## src/rtl/config_chain_loader.sv

```systemverilog
// Configuration chain loader: serializes host words LSB-first into the fabric programming chain.
// Optional read-back CRC check of the loaded chain is enabled by defining CFG_LOADER_VERIFY_EN.
module config_chain_loader #(
  parameter int CHAIN_LEN = 64,
  parameter int WORD_W    = 8,
  parameter int CNT_W     = 16
) (
  input  logic              prog_clk,
  input  logic              prog_rst_n,
  input  logic              start,
  input  logic [WORD_W-1:0] cfg_data,
  input  logic              cfg_valid,
  output logic              cfg_ready,
  output logic              prog_in,
  output logic              prog_en,
  input  logic              prog_out,
  output logic              busy,
  output logic              done,
  output logic              error
);

  localparam int BCNT_W = $clog2(WORD_W + 1);
  localparam logic [CNT_W-1:0]  LEN_C  = CNT_W'(CHAIN_LEN);
  localparam logic [CNT_W-1:0]  LAST_C = CNT_W'(CHAIN_LEN - 1);
  localparam logic [BCNT_W-1:0] FULL_C = BCNT_W'(WORD_W);

  typedef enum logic [1:0] {
    IDLE   = 2'd0,
    LOAD   = 2'd1,
    VERIFY = 2'd2,
    FIN    = 2'd3
  } state_t;

  state_t             state, state_nxt;
  logic [CNT_W-1:0]   bit_cnt;
  logic [WORD_W-1:0]  word_buf;
  logic [BCNT_W-1:0]  buf_cnt;
  logic               load_shift;
  logic               last_shift;
  logic               accept;

  assign load_shift = (state == LOAD) && (buf_cnt != '0);
  assign last_shift = load_shift && (bit_cnt == LAST_C);
  assign accept     = cfg_valid && cfg_ready;

  always_ff @(posedge prog_clk or negedge prog_rst_n) begin
    if (!prog_rst_n) state <= IDLE;
    else             state <= state_nxt;
  end

  always_comb begin
    state_nxt = state;
    case (state)
      IDLE: if (start) state_nxt = LOAD;
      LOAD: begin
        if (last_shift) begin
`ifdef CFG_LOADER_VERIFY_EN
          state_nxt = VERIFY;
`else
          state_nxt = FIN;
`endif
        end
      end
`ifdef CFG_LOADER_VERIFY_EN
      VERIFY: if (bit_cnt == LAST_C) state_nxt = FIN;
`endif
      FIN:     state_nxt = IDLE;
      default: state_nxt = IDLE;
    endcase
  end

  // All outputs decode from registered state; only recirculation passes prog_out through.
  always_comb begin
    cfg_ready = (state == LOAD) && (buf_cnt == '0) && (bit_cnt < LEN_C);
    prog_en   = load_shift;
    prog_in   = 1'b0;
    busy      = (state == LOAD);
    done      = (state == FIN);
    if (state == LOAD) prog_in = word_buf[0];
`ifdef CFG_LOADER_VERIFY_EN
    if (state == VERIFY) begin
      prog_en = 1'b1;
      prog_in = prog_out;
      busy    = 1'b1;
    end
`endif
  end

  always_ff @(posedge prog_clk or negedge prog_rst_n) begin
    if (!prog_rst_n) begin
      bit_cnt  <= '0;
      word_buf <= '0;
      buf_cnt  <= '0;
    end else begin
      case (state)
        IDLE: begin
          if (start) begin
            bit_cnt <= '0;
            buf_cnt <= '0;
          end
        end
        LOAD: begin
          if (accept) begin
            word_buf <= cfg_data;
            buf_cnt  <= FULL_C;
          end else if (load_shift) begin
            word_buf <= word_buf >> 1;
            if (last_shift) begin
              // Leftover bits of a partial last word are dropped here.
              buf_cnt <= '0;
`ifdef CFG_LOADER_VERIFY_EN
              bit_cnt <= '0;
`else
              bit_cnt <= bit_cnt + CNT_W'(1);
`endif
            end else begin
              buf_cnt <= buf_cnt - BCNT_W'(1);
              bit_cnt <= bit_cnt + CNT_W'(1);
            end
          end
        end
`ifdef CFG_LOADER_VERIFY_EN
        VERIFY: bit_cnt <= bit_cnt + CNT_W'(1);
`endif
        default: ;
      endcase
    end
  end

`ifdef CFG_LOADER_VERIFY_EN
  logic [15:0] crc_load;
  logic [15:0] crc_chk;
  logic        error_r;

  function automatic logic [15:0] crc_step(input logic [15:0] crc, input logic din);
    logic fb;
    fb = crc[15] ^ din;
    return {crc[14:0], 1'b0} ^ (fb ? 16'h1021 : 16'h0000);
  endfunction

  // crc_load tracks bits shifted in; crc_chk tracks the same bits coming back out the tail.
  always_ff @(posedge prog_clk or negedge prog_rst_n) begin
    if (!prog_rst_n) begin
      crc_load <= 16'hFFFF;
      crc_chk  <= 16'hFFFF;
      error_r  <= 1'b0;
    end else if ((state == IDLE) && start) begin
      crc_load <= 16'hFFFF;
      crc_chk  <= 16'hFFFF;
      error_r  <= 1'b0;
    end else if (load_shift) begin
      crc_load <= crc_step(crc_load, word_buf[0]);
    end else if (state == VERIFY) begin
      crc_chk <= crc_step(crc_chk, prog_out);
      if (bit_cnt == LAST_C) error_r <= (crc_step(crc_chk, prog_out) != crc_load);
    end
  end

  assign error = error_r;
`else
  logic prog_out_unused;
  assign prog_out_unused = prog_out;
  assign error           = 1'b0;
`endif

endmodule

```

## config.mk

```make
export PLATFORM = sky130hd
export DESIGN_NAME = config_chain_loader
export DESIGN_NICKNAME = d
export VERILOG_FILES = /design/src/rtl/config_chain_loader.sv
export SDC_FILE = /design/constraint.sdc
export NUM_CORES = 1
export LEC_CHECK = 0
export ABC_AREA = 1
export BUFFER_PORTS_ARGS = -buffer_cell sky130_fd_sc_hd__buf_2
export CORE_MARGIN = 2
export CORE_UTILIZATION = 52
export DETAILED_ROUTE_END_ITERATION = 8
export PLACE_DENSITY = 0.75
export SYNTH_ARGS = -nofsm -noshare
export SYNTH_HDL_FRONTEND = slang
export SYNTH_SLANG_ARGS = --single-unit
```

## constraint.sdc

```tcl
create_clock -name prog_clk -period 1.4 [get_ports prog_clk]
set_input_delay 0.07 -clock prog_clk [delete_from_list [all_inputs] [get_ports prog_clk]]
set_output_delay 0.07 -clock prog_clk [all_outputs]
set_load 0.05 [all_outputs]
```

==> metrics.md, run 1 <==
| Metric | Value |
|---|---|
| Status | `complete, but fails checks` |
| Failing checks | `negative setup slack` |
| Starting density of the core | `between 50% and 60%` |
| CP Launch Type | `flip-flop` |
| R2r setup slk | `-0.34 ns` |
| Worst hold path type | `input pin to async pin` |
| Die Y | `61.40 um` |
| Worst flop-to-flop path endpoint | `buf_cnt[1]$_DFFE_PN0P_` |
| Drt first pass iters | `5` |
| Reg2Reg Depth | `8` |
| Cells after Synth | `233` |
| Root Buffer Master | `clkbuf_4` |
| Top Ports | `19` |
| Core Region | `0.003103 mm2` |
| Metal3 WL | `749 um` |
| Clk slew on worst S/H paths | `approximately 0.11 ns` |
| Largest net degree at the start of global routing | `21` |
| Highest metal used | `met4` |
| Initial antenna violation count | `0` |
| Pins Over Slew Limit | `0` |
| Via count | `2178` |
| Final worst slack | `-0.3375 ns` |
| Area Overhead vs Synth | `65.30%` |
| Post-Place Cell Area | `0.002173 mm2` |
| Worst slew margin | `between 60% and 70%` |
| Clock skew | `0.01357 ns` |
| Sequential fraction of the synthesis area | `between 40% and 50%` |
| Syn Area/Cell | `7.351 um2` |
| Min Tclk post-route | `between 1.5 and 2 ns` |
| Worst slew pin tran | `0.5041 ns` |
| Vias in the first global route | `~1700` |
| Non-filler instance count after layout | `~360` |
| Worst skew pair latency | `0.36 ns` |
| Crit path kind | `flip-flop to flip-flop` |
| Max VDD drop | `1664 uV` |
| Critical path required time | `1.66 ns` |
| P per Cell Area | `1879 mW/mm2` |
| Share of cells above drive strength 1 | `45.77%` |
| Final setup vio count | `32` |
| RR Startpoint | `bit_cnt[9]$_DFFE_PN0P_` |
| Die X | `61.40 um` |
| Fin crit share | `124.1%` |
| # port buffers | `16` |
| DR iter-0 viols | `326` |
| WL per Instance | `20.37 um` |
| GRT Residual Overflow | `0` |
| Most frequent cells in the layout | `nand2_1 (53), buf_4 (43), nor2_1 (36), dfrtp_1 (29), inv_1 (14)` |
| Routed vias/inst | `6.000` |
| Post-Place Worst Slack | `-0.08916 ns` |
| Die area | `0.003769 mm2` |
| P_leak | `1.393 nW` |
| Met2 WL | `about 3500 um` |
| Most used DFF post-synth | `dfrtp_1` |
| Cell area after layout | `~0.0028 mm2` |
| Commonest non-fill, non-tap cell in the layout | `nand2_1` |
| DRT met1 WL | `2540 um` |
| Hpwl dp | `~2800 um` |
| GP Congestion | `0.8545` |
| Post-synthesis cell area | `0.001713 mm2` |
| H-Tree Depth | `2` |
| RSZ-0062 raised after global routing | `yes` |
| TritonCTS buffer count | `5` |
| Synth Warn # | `0` |
| Final WL | `7395 um` |
| CP Capture Type | `flip-flop` |
| Placed Cells | `about 330` |
| CTS tree | `built` |
| Residual DRC | `0` |
| Max_cap viols | `0` |
| Arrival @ worst endpoint | `around 2 ns` |
| Post-synth EDFFs | `0` |
| Final ANT Viol Nets | `0` |
| Clock sink total | `30` |
| Diode count | `0` |
| All-Layer GR Usage | `27.66%` |
| Async SR Flop Fraction | `100.0%` |
| Final net count | `about 330` |
| Synth cell types | `28` |
| Row count | `20` |
| Syn_nets | `248` |
| Yosys reg bits | `30` |
| CTS max path bufs | `2` |
| Max Fclk | `roughly 580 MHz` |
| Max Fanout on Critical Path | `7` |
| Final Hold Viols | `0` |
| Wire length of the first global-routing pass | `7458 um` |
sequential cells by signal, summed over array words and instances, names as in the netlist:
signal	cells
state	2
buf_cnt	4
bit_cnt	16
word_buf	8
cell families after synthesis:
| group | after synthesis | share of synthesized area [%] |
|---|---|---|
| AOI/OAI and AO/OA | 29 | 9.642 |
| xor gates and xnor gates | 3 | 1.534 |
| adders and majority gates | 2 | 1.461 |
| buffers and inverters | 26 | 7.159 |
| DFF | 30 | 43.83 |
| other | 1 | 0.2189 |
| and+or+nand+nor | 142 | 36.16 |
how the worst max path moves through the flow:
stage,slack [ns],end,depth (start not counted),startpoint
5_1_grt,-0.39,buf_cnt[1]$_DFFE_PN0P_,8,bit_cnt[10]$_DFFE_PN0P_
4_1_cts,-0.23,cfg_ready,6,buf_cnt[1]$_DFFE_PN0P_
6_report,-0.34,buf_cnt[1]$_DFFE_PN0P_,8,bit_cnt[9]$_DFFE_PN0P_
2_1_floorplan,-0.21,word_buf[7]$_DFFE_PN0P_,5,state[1]$_DFFE_PN0P_
3_3_place_gp,-0.05,word_buf[3]$_DFFE_PN0P_,7,bit_cnt[10]$_DFFE_PN0P_
3_5_place_dp,-0.09,word_buf[1]$_DFFE_PN0P_,8,buf_cnt[1]$_DFFE_PN0P_
stage by stage:
stage          TNS (ns)  utilization (%)  total power [W]  hold slack, ns
2_1_floorplan   -0.8410                -         0.002714         -0.2256
3_3_place_gp    -0.4415            70.04         0.003325         0.04218
3_5_place_dp    -0.8743            70.04         0.003381         0.04142
4_1_cts          -1.181            79.27         0.004195          0.1356
5_1_grt          -7.147            91.25         0.005499          0.2183
6_report         -5.242            91.25         0.005322          0.1934
area by class of cell:
type                       count  area (um2)
clock buffer                   8       78.83
fill                         137       271.5
inverter                      22       92.59
multi-input combinational    177        1136
sequential                    30       752.0
tap                           44       55.05
timing repair buffer          82       716.9
power by group:
part	total [W]	switching, W	internal [W]
clock network	0.000700	0.000357	0.000343
registers	0.00142	0.000284	0.00113
logic	0.00320	0.00178	0.00142
layer usage:
metal / GRT usage (%) / vias up
li1: - / 910
met1: 33.69 / 1000
met2: 46.66 / 196
met3: 7.353 / 72
met4: 11.25 / 0
met5: 0 / -
critical path: stages, from the launching register on:
cell	delay, ns
dfrtp_1	0.40
nor2_1	0.14
nand3_2	0.13
nor2_1	0.28
nand3_4	0.18
nand2_1	0.15
nand2_1	0.16
nand2_1	0.14
nand2_1	0.06
cells in the mapped netlist, types with 2 or more instances:
master / n / area (um2)
nand2_1: 64 / 240.2
nor2_1: 53 / 198.9
dfrtp_1: 30 / 750.7
inv_1: 19 / 71.32
a21oi_1: 14 / 70.07
nand3_1: 10 / 50.05
o22ai_1: 7 / 43.79
nand4_1: 3 / 18.77
nor2_2: 3 / 18.77
o21ai_0: 3 / 15.01
o21bai_1: 3 / 22.52
buf_4: 2 / 15.01
buf_6: 2 / 22.52
ha_1: 2 / 25.02
inv_2: 2 / 7.510
nand2_2: 2 / 12.51
nor3_1: 2 / 10.01
xnor2_1: 2 / 17.52
timing repair:
| action | in CTS | in global routing |
|---|---|---|
| hold buffers | 10 | 0 |
| resized for setup | 18 | 66 |
| endpoints found under the hold margin | 26 | 0 |
| gates cloned | 0 | 1 |
| pin swaps | 6 | 26 |
| buffers inserted | 6 | 15 |
| setup endpoints to repair | 18 | 31 |
(Power assumes the default switching activity.)
==> run 2: changes to the inputs <==
--- a/config.mk
+++ b/config.mk
@@ -10,7 +10,8 @@
 export CORE_MARGIN = 2
 export CORE_UTILIZATION = 52
 export DETAILED_ROUTE_END_ITERATION = 8
-export PLACE_DENSITY = 0.75
+export MAX_ROUTING_LAYER = met4
+export PLACE_DENSITY_LB_ADDON = 0.2
 export SYNTH_ARGS = -nofsm -noshare
 export SYNTH_HDL_FRONTEND = slang
 export SYNTH_SLANG_ARGS = --single-unit
==> run 2 against run 1 <==
Net effect:
- critical path depth unchanged
- combinational power up 7.5%
- die area unchanged
- the flow still finishes with violations (negative setup slack)
- sequential share of layout area is 0.31 points lower
- routed wire length grew 7.2%
- critical path type unchanged
- sequential power about the same
- utilization increased by 1.1 points
==> metrics.md, run 2 (same netlist as run 1, synthesis figures left out) <==
| Metric | Value |
|---|---|
| Status | `complete, but fails checks` |
| Failing checks | `negative setup slack` |
| Area Overhead vs Synth | `67.28%` |
| TritonCTS buffer count | `5` |
| Vias in the first global route | `1662` |
| Starting density of the core | `55.20%` |
| Met2 WL | `3691 um` |
| Final WL | `just under 8000 um` |
| Die Y | `61.40 um` |
| Metal3 WL | `857 um` |
| Row count | `20` |
| Hpwl dp | `between 2000 and 3000 um` |
| Fin crit share | `126.1%` |
| GP Congestion | `0.8835` |
| Final hold slack | `0.03013 ns` |
| CTS tree | `built` |
| Pins Over Slew Limit | `0` |
| CP Launch Type | `flip-flop` |
| P per Cell Area | `1909 mW/mm2` |
| Via count | `2301` |
| DRT met1 WL | `2783 um` |
| Largest Register | `bit_cnt` |
| Top Ports | `19` |
| Most frequent cells in the layout | `nand2_1 (45), buf_4 (45), nor2_1 (32), dfrtp_1 (29), buf_6 (18)` |
| H-Tree Depth | `2` |
| Drt first pass iters | `6` |
| Final Hold Viols | `0` |
| Initial antenna violation count | `0` |
| Max_cap viols | `0` |
| Crit path max-delay family | `simple AND/OR/NAND/NOR gates` |
| DR iter-0 viols | `between 400 and 500` |
| Die area | `0.003769 mm2` |
| Slowest stage delay, CP | `0.46 ns` |
| Final worst slack | `-0.3660 ns` |
| Critical path required time | `1.62 ns` |
| GRT Residual Overflow | `0` |
| Critical path cell sequence | `buf_4, nand3_1, nor2_1, nand2_1, nor2_1, nand2_1, nand4_1, nand2_1` |
| Most used cell, CP | `nand2_1` |
| CTS max path bufs | `2` |
| WL per Instance | `~22 um` |
| Placed Cells | `roughly 330` |
| Worst hold path type | `input pin to flip-flop` |
| Worst skew pair latency | `0.35 ns` |
| Diode count | `0` |
| Final net count | `between 300 and 400` |
| Largest net degree at the start of global routing | `31` |
| Core Region | `0.003103 mm2` |
| P_leak | `1.398 nW` |
| Residual DRC | `0` |
| Routed vias/inst | `6.304` |
| Max VDD drop | `1603 uV` |
| Final setup vio count | `33` |
| Filler instances | `120` |
| Non-filler instance count after layout | `365` |
| Clock skew | `0.01132 ns` |
| Largest register FFs | `16` |
| Wire length of the first global-routing pass | `7079 um` |
| Clk slew on worst S/H paths | `approximately 0.11 ns` |
| Final ANT Viol Nets | `0` |
| Die X | `61.40 um` |
| Highest metal used | `met4` |
| # port buffers | `16` |
| Root Buffer Master | `clkbuf_4` |
| Max Fclk | `about 570 MHz` |
| Largest regs | `bit_cnt (16), word_buf (8), buf_cnt (4)` |
| Share of cells above drive strength 1 | `52.34%` |
| Post-Place Worst Slack | `-0.1030 ns` |
| Clock sink total | `30` |
| Min Tclk post-route | `about 1.8 ns` |
| RSZ-0062 raised after global routing | `yes` |
| CP Capture Type | `flip-flop` |
| CP max-delay cell | `dfrtp_1` |
| All-Layer GR Usage | `between 20 and 30%` |
| Arrival @ worst endpoint | `1.99 ns` |
| Max Fanout on Critical Path | `4` |
| Crit path buf inv count | `1` |
| Crit path kind | `flip-flop to flip-flop` |
==> run 2: power breakdown <==
part	switching (W)	internal, W
Sequential	0.000304	0.00113
Clock	0.000344	0.000243
Combinational	0.00190	0.00155
Total	0.00255	0.00292
==> run 2: worst reg2reg max path, delay by kind of cell (launching register included) <==
family | cells | cell delay [ns]
buffers and inverters | 1 | 0.17
and+or+nand+nor | 7 | 1.01
DFF | 1 | 0.46
==> run 2: path summary, 6_finish.rpt <==
| path | start | to | slack, ns | depth (start not counted) |
|---|---|---|---|---|
| setup / recovery | bit_cnt[0]$_DFFE_PN0P_ | bit_cnt[13]$_DFFE_PN0P_ | -0.37 | 8 |
| hold reg to reg | word_buf[7]$_DFFE_PN0P_ | word_buf[7]$_DFFE_PN0P_ | 0.55 | 2 |
| max in group asynchronous | prog_rst_n | state[1]$_DFFE_PN0P_ | 0.83 | 3 |
| hold / removal | cfg_data[1] | word_buf[1]$_DFFE_PN0P_ | 0.03 | 3 |
| min in group asynchronous | prog_rst_n | bit_cnt[5]$_DFFE_PN0P_ | 0.26 | 3 |
| setup reg to reg | bit_cnt[0]$_DFFE_PN0P_ | bit_cnt[13]$_DFFE_PN0P_ | -0.37 | 8 |
==> run 2: metrics by stage <==
stage | area, um2 | util, % | power [W] | TNS (ns)
after floorplan | 1782 | - | 0.002714 | -0.8410
after global routing | 2865 | 92.34 | 0.005644 | -8.113
after global placement | 2173 | 70.04 | 0.003326 | -0.3393
final | 2865 | 92.34 | 0.005468 | -6.886
after CTS | 2475 | 79.76 | 0.004220 | -1.263
after detailed placement | 2173 | 70.04 | 0.003408 | -0.5487
==> run 2: area by class of cell <==
cell class | count | area [um2] | share of cell area [%]
Clock buffer | 7 | 55.05 | 1.921
Clock inverter | 1 | 5.005 | 0.1747
Inverter | 22 | 95.09 | 3.319
Multi-Input combinational cell | 177 | 1202 | 41.96
Sequential cell | 30 | 752.0 | 26.24
Tap cell | 44 | 55.05 | 1.921
Timing Repair Buffer | 84 | 700.7 | 24.45
==> run 2: metal layers <==
layer | global-route usage [%] | vias up
met5 | - | -
met4 | 7.599 | 0
met3 | 6.513 | 88
met2 | 49.70 | 235
met1 | 28.59 | 1065
li1 | - | 913
==> run 2: what timing repair did <==
action / CTS / global route
hold buffers: 8 / 0
endpoints found under the hold margin: 37 / 0
setup endpoints to repair: 18 / 31
pin swaps: 11 / 29
resized for setup: 29 / 76
buffers inserted: 8 / 14
==> run 3: changes to the inputs <==
--- a/config.mk
+++ b/config.mk
@@ -8,7 +8,7 @@
 export ABC_AREA = 1
 export BUFFER_PORTS_ARGS = -buffer_cell sky130_fd_sc_hd__buf_2
 export CORE_MARGIN = 2
-export CORE_UTILIZATION = 52
+export CORE_UTILIZATION = 45
 export DETAILED_ROUTE_END_ITERATION = 8
 export MAX_ROUTING_LAYER = met4
 export PLACE_DENSITY_LB_ADDON = 0.2
==> run 3 against run 2 <==
Net effect:
- the flow still finishes with violations (negative setup slack)
- sequential power decreased by 4%
- critical endpoint is now cfg_ready
- global-route usage is 5.8 points lower
- register-to-register slack improved by 0.27 ns
- highest routed layer unchanged
- clock power increased by 22%
- critical path depth shrank 3
- total power shrank 9.8%
- clock skew shrank 0.0055 ns
==> metrics.md, run 3 (same netlist as run 1, synthesis figures left out) <==
| Metric | Value |
|---|---|
| CP Launch Type | `flip-flop` |
| Max Fanout on Critical Path | `2` |
| All-Layer GR Usage | `21.16%` |
| Wire length of the first global-routing pass | `6775 um` |
| Largest net degree at the start of global routing | `31` |
| Max Fclk | `651.3 MHz` |
| Final Hold Viols | `0` |
| Row count | `22` |
| Drt first pass iters | `4` |
| H-Tree Depth | `2` |
| Starting density of the core | `46.79%` |
| Clk slew on worst S/H paths | `0.06 ns` |
| Min Tclk post-route | `1.535 ns` |
| Most frequent cells in the layout | `nand2_1 (51), nor2_1 (37), buf_4 (37), dfrtp_1 (29), inv_1 (14)` |
| Final worst slack | `-0.1353 ns` |
| Initial antenna violation count | `0` |
| Final ANT Viol Nets | `0` |
| CP max-delay cell | `dfrtp_1` |
| Worst skew pair latency | `0.28 ns` |
| P per Cell Area | `between 1500 and 2000 mW/mm2` |
| RSZ-0062 raised after global routing | `yes` |
| Commonest non-fill, non-tap cell in the layout | `nand2_1` |
| Post-layout util | `74.81%` |
| Routed vias/inst | `4.983` |
| CTS tree | `built` |
| Slowest stage delay, CP | `0.39 ns` |
| Most used cell, CP | `buf_6` |
| Die area | `between 0.004 and 0.005 mm2` |
| # port buffers | `16` |
| Share of cells above drive strength 1 | `47.21%` |
| Status | `complete, but fails checks` |
| GP Congestion | `between 0.8 and 0.9` |
| Largest register FFs | `16` |
| Clock sink total | `30` |
| Arrival @ worst endpoint | `1.47 ns` |
| Final WL | `4592 um` |
| Clock skew | `0.005790 ns` |
| Crit path kind | `flip-flop to output pin` |
| TritonCTS buffer count | `5` |
| Via count | `1759` |
| CTS max path bufs | `2` |
| Fin crit share | `109.7%` |
| Die X | `65.70 um` |
| CP Capture Type | `output pin` |
| Largest Register | `bit_cnt` |
| Die Y | `65.70 um` |
| Max_cap viols | `0` |
| GRT Residual Overflow | `0` |
| WL per Instance | `13.01 um` |
| Pins Over Slew Limit | `0` |
| Vias in the first global route | `1594` |
| Failing checks | `negative setup slack` |
| Root Buffer Master | `clkbuf_8` |
| Diode count | `0` |
| Critical path required time | `1.33 ns` |
| Hpwl dp | `2745 um` |
| Top Ports | `19` |
| Non-filler instance count after layout | `around 350` |
| Residual DRC | `0` |
| P_leak | `1.335 nW` |
| Critical path cell sequence | `nor2_2, nand3_2, buf_6, nor3_4, buf_6` |
| Final net count | `320` |
| DR iter-0 viols | `60` |
| Max VDD drop | `1349 uV` |
| Placed Cells | `331` |
| Worst hold path type | `input pin to flip-flop` |
| Area Overhead vs Synth | `59.90%` |
| Core Region | `0.003661 mm2` |
| Final setup vio count | `23` |
| Largest regs | `bit_cnt (16), word_buf (8), buf_cnt (4)` |
run 3: critical path, delay by kind of cell (launching register included):
kind / cells / cell delay [ns]
AND/OR/NAND/NOR: 3 / 0.47
buffers and inverters: 2 / 0.33
flip-flops: 1 / 0.39
run 3: final timing paths:
path,startpoint,slack (ns),depth (start not counted),endpoint
setup / recovery,bit_cnt[9]$_DFFE_PN0P_,-0.14,5,cfg_ready
hold reg to reg,buf_cnt[1]$_DFFE_PN0P_,0.52,2,buf_cnt[1]$_DFFE_PN0P_
min in group asynchronous,prog_rst_n,0.33,3,bit_cnt[6]$_DFFE_PN0P_
hold / removal,cfg_data[1],0.04,3,word_buf[1]$_DFFE_PN0P_
max in group asynchronous,prog_rst_n,0.77,3,state[1]$_DFFE_PN0P_
setup reg to reg,state[0]$_DFFE_PN0P_,-0.10,7,bit_cnt[0]$_DFFE_PN0P_
run 3: cell type report:
class | instances | area, um2
tap | 48 | 60.06
fill | 250 | 922.1
timing repair buffer | 69 | 598.1
inverter | 22 | 95.09
multi-input combinational | 177 | 1147
clock buffer | 7 | 86.33
sequential | 30 | 752.0
run 3: power by group:
| group | total (W) | switching (W) | internal (W) |
|---|---|---|---|
| clock network | 0.000717 | 0.000328 | 0.000390 |
| registers | 0.00138 | 0.000240 | 0.00114 |
| logic | 0.00284 | 0.00145 | 0.00139 |
run 3: per-layer routing:
| metal | vias to the layer above | part of all wire (%) | GRT usage, % |
|---|---|---|---|
| met5 | - | 0 | - |
| met4 | 0 | 1.6 | 8.594 |
| met3 | 9 | 3.5 | 5.651 |
| met2 | 34 | 54 | 34.47 |
| met1 | 826 | 41 | 24.84 |
| li1 | 890 | - | - |
run 3: per-stage QoR:
step                      setup WS [ns]  power, W  instance area, um2  setup TNS (ns)  hold WS (ns)
final                           -0.1353  0.004934                2739          -1.350       0.04003
after global routing            -0.2101  0.005271                2739          -3.648       0.03871
after CTS                       -0.1377  0.004379                2422         -0.7718       0.02057
after detailed placement       -0.04331  0.003379                2178         -0.3541        0.1097
after global placement         -0.03295  0.003329                2178         -0.2643        0.1035
after floorplan                 -0.2055  0.002714                1782         -0.8410       -0.2256
run 3: what timing repair did:
action,CTS,global route
resized for setup,28,61
cloned,0,0
hold endpoints to repair,31,0
buffers inserted,4,11
setup endpoints to repair,16,30
pin swaps,10,36
hold buffers,2,0
